$ cat src/rtl/board_debouncer.sv
// board_debouncer
//
// Purpose: filters raw board snapshots from the sensor scanner. A snapshot is
// committed to stable_board only after STABLE_SCANS consecutive identical
// scans. Each committed change is reported as lifted/placed masks that are
// held until the CPU acknowledges them. A watchdog flags a stalled scanner.
//
// Ports:
//   clock          - system clock, rising edge
//   reset          - asynchronous, active-high reset
//   raw_board      - scanner snapshot (1 = piece present)
//   raw_valid      - one-cycle pulse qualifying raw_board
//   ack            - one-cycle pulse consuming the pending event
//   stable_board   - last committed board
//   lifted         - squares that went 1->0 since the last ack
//   placed         - squares that went 0->1 since the last ack
//   change_pending - an event is held in lifted/placed
//   overflow       - more than one commit was merged into the pending event
//   sensor_fault   - no raw_valid for TIMEOUT_CYCLES cycles or more
//   primed         - first stable snapshot has been committed
module board_debouncer #(
  parameter int WIDTH          = 32,
  parameter int STABLE_SCANS   = 4,
  parameter int TIMEOUT_CYCLES = 2000000
) (
  input  logic             clock,
  input  logic             reset,
  input  logic [WIDTH-1:0] raw_board,
  input  logic             raw_valid,
  input  logic             ack,
  output logic [WIDTH-1:0] stable_board,
  output logic [WIDTH-1:0] lifted,
  output logic [WIDTH-1:0] placed,
  output logic             change_pending,
  output logic             overflow,
  output logic             sensor_fault,
  output logic             primed
);

  localparam int CNT_W = $clog2(STABLE_SCANS + 1);
  localparam int WD_W  = $clog2(TIMEOUT_CYCLES + 1);
  localparam logic [CNT_W-1:0] CNT_MAX = CNT_W'(STABLE_SCANS);
  localparam logic [WD_W-1:0]  WD_MAX  = WD_W'(TIMEOUT_CYCLES);

  typedef enum logic [1:0] {
    ST_UNPRIMED = 2'd0,
    ST_TRACK    = 2'd1,
    ST_PENDING  = 2'd2
  } state_t;

  state_t           state_q, state_d;
  logic [WIDTH-1:0] candidate_q, candidate_d;
  logic [CNT_W-1:0] cnt_q, cnt_d;
  logic [WD_W-1:0]  wd_q, wd_d;
  logic [WIDTH-1:0] stable_q, stable_d;
  logic [WIDTH-1:0] lifted_q, lifted_d;
  logic [WIDTH-1:0] placed_q, placed_d;
  logic             pending_q, pending_d;
  logic             overflow_q, overflow_d;
  logic             fault_q, fault_d;
  logic             primed_q, primed_d;

  logic             match_s;
  logic             commit_s;
  logic             differ_s;
  logic [WIDTH-1:0] lift_s;
  logic [WIDTH-1:0] place_s;

  // Scan filter: track the candidate snapshot and its saturating repeat count.
  always_comb begin
    candidate_d = candidate_q;
    cnt_d       = cnt_q;
    commit_s    = 1'b0;
    match_s     = (raw_board == candidate_q);
    if (raw_valid) begin
      if (match_s) begin
        if (cnt_q < CNT_MAX) begin
          cnt_d = cnt_q + CNT_W'(1);
        end else begin
          cnt_d = cnt_q;
        end
      end else begin
        candidate_d = raw_board;
        cnt_d       = CNT_W'(1);
      end
      // A mismatching scan restarts the count, so with a single-scan filter
      // the count stays saturated yet still represents a fresh commit.
      commit_s = (cnt_d == CNT_MAX) && ((cnt_q < CNT_MAX) || !match_s);
    end else begin
      commit_s = 1'b0;
    end
  end

  // Commit / event state machine; masks are taken against the old stable board.
  always_comb begin
    state_d    = state_q;
    stable_d   = stable_q;
    lifted_d   = lifted_q;
    placed_d   = placed_q;
    overflow_d = overflow_q;
    differ_s   = (candidate_d != stable_q);
    lift_s     = stable_q & ~candidate_d;
    place_s    = ~stable_q & candidate_d;
    case (state_q)
      ST_UNPRIMED: begin
        if (commit_s) begin
          stable_d = candidate_d;
          state_d  = ST_TRACK;
        end else begin
          state_d  = ST_UNPRIMED;
        end
      end
      ST_TRACK: begin
        if (commit_s && differ_s) begin
          stable_d   = candidate_d;
          lifted_d   = lift_s;
          placed_d   = place_s;
          overflow_d = 1'b0;
          state_d    = ST_PENDING;
        end else begin
          state_d    = ST_TRACK;
        end
      end
      ST_PENDING: begin
        if (commit_s && differ_s) begin
          stable_d = candidate_d;
          if (ack) begin
            lifted_d   = lift_s;
            placed_d   = place_s;
            overflow_d = 1'b0;
          end else begin
            lifted_d   = lifted_q | lift_s;
            placed_d   = placed_q | place_s;
            overflow_d = 1'b1;
          end
          state_d = ST_PENDING;
        end else if (commit_s) begin
          // Commit of the already-stable board: nothing changes, ack included.
          state_d = ST_PENDING;
        end else if (ack) begin
          lifted_d   = '0;
          placed_d   = '0;
          overflow_d = 1'b0;
          state_d    = ST_TRACK;
        end else begin
          state_d = ST_PENDING;
        end
      end
      default: begin
        state_d    = ST_UNPRIMED;
        stable_d   = '0;
        lifted_d   = '0;
        placed_d   = '0;
        overflow_d = 1'b0;
      end
    endcase
    primed_d  = (state_d != ST_UNPRIMED);
    pending_d = (state_d == ST_PENDING);
  end

  // Watchdog: count idle cycles, saturate, and flag a stalled scanner.
  always_comb begin
    wd_d    = wd_q;
    fault_d = fault_q;
    if (raw_valid) begin
      wd_d    = '0;
      fault_d = 1'b0;
    end else if (wd_q < WD_MAX) begin
      wd_d    = wd_q + WD_W'(1);
      fault_d = (wd_d == WD_MAX) ? 1'b1 : fault_q;
    end else begin
      wd_d    = wd_q;
      fault_d = 1'b1;
    end
  end

  // State registers with asynchronous active-high reset.
  always_ff @(posedge clock or posedge reset) begin
    if (reset) begin
      state_q     <= ST_UNPRIMED;
      candidate_q <= '0;
      cnt_q       <= '0;
      wd_q        <= '0;
      stable_q    <= '0;
      lifted_q    <= '0;
      placed_q    <= '0;
      pending_q   <= 1'b0;
      overflow_q  <= 1'b0;
      fault_q     <= 1'b0;
      primed_q    <= 1'b0;
    end else begin
      state_q     <= state_d;
      candidate_q <= candidate_d;
      cnt_q       <= cnt_d;
      wd_q        <= wd_d;
      stable_q    <= stable_d;
      lifted_q    <= lifted_d;
      placed_q    <= placed_d;
      pending_q   <= pending_d;
      overflow_q  <= overflow_d;
      fault_q     <= fault_d;
      primed_q    <= primed_d;
    end
  end

  assign stable_board   = stable_q;
  assign lifted         = lifted_q;
  assign placed         = placed_q;
  assign change_pending = pending_q;
  assign overflow       = overflow_q;
  assign sensor_fault   = fault_q;
  assign primed         = primed_q;

endmodule

$ cat config.mk
export PLATFORM = sky130hd
export DESIGN_NAME = board_debouncer
export DESIGN_NICKNAME = d
export VERILOG_FILES = /design/src/rtl/board_debouncer.sv
export SDC_FILE = /design/constraint.sdc
export NUM_CORES = 1
export LEC_CHECK = 0
export ABC_AREA = 1
export CAP_MARGIN = 5
export CORE_MARGIN = 5
export CORE_UTILIZATION = 55
export DETAILED_ROUTE_END_ITERATION = 12
export PLACE_DENSITY = 0.87
export SYNTH_ARGS = -nofsm -noshare
export SYNTH_HDL_FRONTEND = slang
export SYNTH_SLANG_ARGS = --single-unit
$ cat constraint.sdc
create_clock -name clock -period 9.77 [get_ports clock]
set_input_delay 1.4655 -clock clock [delete_from_list [all_inputs] [get_ports clock]]
set_output_delay 1.4655 -clock clock [all_outputs]
set_load 0.005 [all_outputs]
==> metrics <==
Synth Cell Area=between 10,000 and 15,000 um2; status=complete, no violations; clk slew on worst S/H paths=0.07 ns; Synthesized Nets=roughly 1.6k; routability cong.=a little over 0.9; WP data required=between 10 and 15 ns; Vias=between 10k and 15k; Setup crit start kind=input port; Final WS setup=4.06 ns; CP arrival=a little over 6 ns; root buf cell=clkbuf_16; R2R setup slack=5.83 ns; die area=roughly 22,000 um2; # setup viols final=0; final worst-path cycle share=between 50% and 60%; number of DRC markers in iteration 0=1,138; worst ir drop on vdd=about 120 uV; Gates resized, CTS repair=0; Initial DRT Pass Iterations=6; syn avg cell area=6.91 um2; die height=between 100 and 150 um; FF-to-FF Start=candidate_q[24]$_DFF_PP0_; Yosys reg bits=between 150 and 200; clock latency on the worst-skew pair=roughly 0.44 ns; global-route wire length before repair=between 50,000 and 60,000 um; Slew HR=between 10% and 20%; P_leak=about 6 nW; Buffers on Ports=around 140; top post-synthesis cells by area=dfrtp_1 38%, nand2_1 19%, ha_1 8.4%, nand3_1 7.0%, a21oi_1 6.2%; Reg2Reg Depth=14; # fillers=about 1.6k; placed cells=about 1.8k; f_max=approximately 0.18 GHz; Layout Nets=between 1.5k and 2k; CTS HTree Levels=4; clock sinks=~160; Multi-input gate area=about 5500 um2; PD cells=around 120 nW/um2; DP HPWL=~21,000 um; critical path capture point type=register; GRT Resource Usage Total=between 20% and 30%; # Post-CTS Setup Buffers=0; Synth Warn #=0; vias in the first global route=a little over 10k; Max Root-Sink Buffers=2; cell taking the most area after synthesis=dfrtp_1; core box area=between 15,000 and 20,000 um2; register area=3950 um2; top fanout value on the critical path=62; register area share after synthesis=37.7%; layout cells sized above 1=4.08%; CP endpoint=placed[2]$_DFFE_PP0P_; Hold/Removal Path Class=reg -> reg; area fraction of the dominant cell type after synthesis=37.7%; initial antenna violation count=0; cts hold-fix bufs=0; Die W=about 150 um; residual DRC count=0; I/O pins=136; reg2reg end=placed[2]$_DFFE_PP0P_; worst slew pin tran=1.26 ns; Antenna Nets Post-Route=0; setup TNS=0 ns; minimum clock period=between 5 and 6 ns; row count=50; grt ovf=0; Num CTS Buffers=17; Area growth syn-to-layout=18.3%; Crit. Startpoint=raw_valid; Yosys cell types=32; max_cap viols=0; Crit Path Class=in -> reg; RSZ-0062 raised after global routing=no; CTS tree=yes; pre-CTS setup slack=around 3.7 ns; Hold Fails Final Rpt=0; final clock skew=~0.013 ns; cell count after synthesis=~1.5k; fin. max-slew vios=0; Routed WL=around 32,000 um; Via density=just under 6; # diodes=0; Avg WL per Cell=17.3 um; pin count of the biggest net entering global routing=roughly 90; Post-Layout Cell Count=approximately 1.9k; Initial Util=about 56%
flip-flops by register name, summed over array words and instances (netlist names):
register and flops:
candidate_q 32, lifted 32, placed 32, stable_board 32, wd_q 21, cnt_q 3, state_q 2, change_pending 1
overflow 1, primed 1, sensor_fault 1
worst min path at each step:
stage                                     start               endpoint  cells past startpoint
final                      overflow$_DFFE_PP0P_   overflow$_DFFE_PP0P_                      2
after global routing      placed[5]$_DFFE_PP0P_  placed[5]$_DFFE_PP0P_                      2
after floorplan            overflow$_DFFE_PP0P_   overflow$_DFFE_PP0P_                      2
after detailed placement   overflow$_DFFE_PP0P_   overflow$_DFFE_PP0P_                      2
after global placement     overflow$_DFFE_PP0P_   overflow$_DFFE_PP0P_                      2
after CTS                  overflow$_DFFE_PP0P_   overflow$_DFFE_PP0P_                      2
metrics by stage:
stage | utilization (%) | power (mW) | area (um2) | hold slack (ns)
floorplan | - | 0.788 | 10500 | 0.465
global placement | 63.1 | 0.846 | 11800 | 0.467
detailed placement | 63.1 | 0.852 | 11800 | 0.477
CTS | 66.1 | 1.50 | 12400 | 0.494
global route | 66.1 | 1.55 | 12400 | 0.535
finish | 66.1 | 1.51 | 12400 | 0.493
report_power, final:
group	internal, mW	total, mW	switching (mW)
clock	0.362	0.663	0.301
combinational	0.0566	0.166	0.109
sequential	0.668	0.679	0.0115
Yosys cell counts:
cell	n
nand2_1	527
dfrtp_1	158
inv_1	153
nand3_1	146
a21oi_1	130
nor2_1	125
ha_1	70
clkbuf_1	51
o21ai_0	41
xor2_1	19
nand4_1	16
xnor2_1	13
buf_6	12
buf_2	10
nor3_1	10
o22ai_1	8
inv_2	6
buf_1	3
or2_2	3
clkinv_1	2
nand2_4	2
nor2_4	2
o211ai_1	2
and2_1	1
buf_4	1
nand3b_1	1
nand4_2	1
nor2b_1	1
nor3b_1	1
o2111ai_1	1
o21ai_1	1
o21bai_1	1
kinds of logic after synthesis:
kind of cell               Yosys count  share of synthesized area [%]
adders and majority gates           70                           8.35
and+or+nand+nor                    836                           32.7
xor gates and xnor gates            32                           2.67
AOI/OAI and AO/OA                  184                           8.99
buffers and inverters              238                           9.54
DFF                                158                           37.7
layout make-up:
cell class              instances  area share, %
flip-flops and latches        158           31.9
clock inverters                14           1.08
clock buffers                  18           3.54
well taps                     234           2.36
inverters                     161           4.91
multi-input cells            1122           44.7
repair buffers                146           11.5
metal layers:
metal  routed length, um  track usage, %  up-vias
met4                1090            9.05        0
met3                3500            7.62       98
met2               15000            47.0      658
met1               12400            39.2     4981
li1                    -               -     4957
met5                   0               0        -
critical path: stages:
cell and delay [ns]:
buf_2 0.72, inv_1 0.62, or2_2 0.44, o21ai_0 0.11
inv_1 0.12, ha_1 0.28, nand2_1 0.04, nor2_1 0.08
nand4_1 0.07, nor3_1 0.18, nand2_2 0.09, nand4_2 0.09
buf_4 0.42, nand3_1 0.15, nand2_2 0.49, buf_4 0.48
nand2_1 0.10, nand2_1 0.08
cells in the final DEF (no fill, tap or decap), drive strengths merged:
master | netlist | layout
o22ai | 8 | 8
nand3b | 1 | 1
bufinv | 0 | 1
xor2 | 19 | 19
nor2 | 127 | 127
xnor2 | 13 | 13
or2 | 3 | 3
o21ai | 42 | 42
inv | 159 | 164
nand2 | 529 | 529
o21bai | 1 | 1
clkdlybuf4s50 | 0 | 134
nand4 | 17 | 17
o211ai | 2 | 2
clkbuf | 51 | 18
dfrtp | 158 | 158
and2 | 1 | 1
nor2b | 1 | 1
ha | 70 | 70
nor3 | 10 | 10
o2111ai | 1 | 1
clkinv | 2 | 9
a21oi | 130 | 130
clkinvlp | 0 | 1
nor3b | 1 | 1
nand3 | 146 | 146
buf | 26 | 12
No activity file was read; power rests on OpenSTA's default activity.
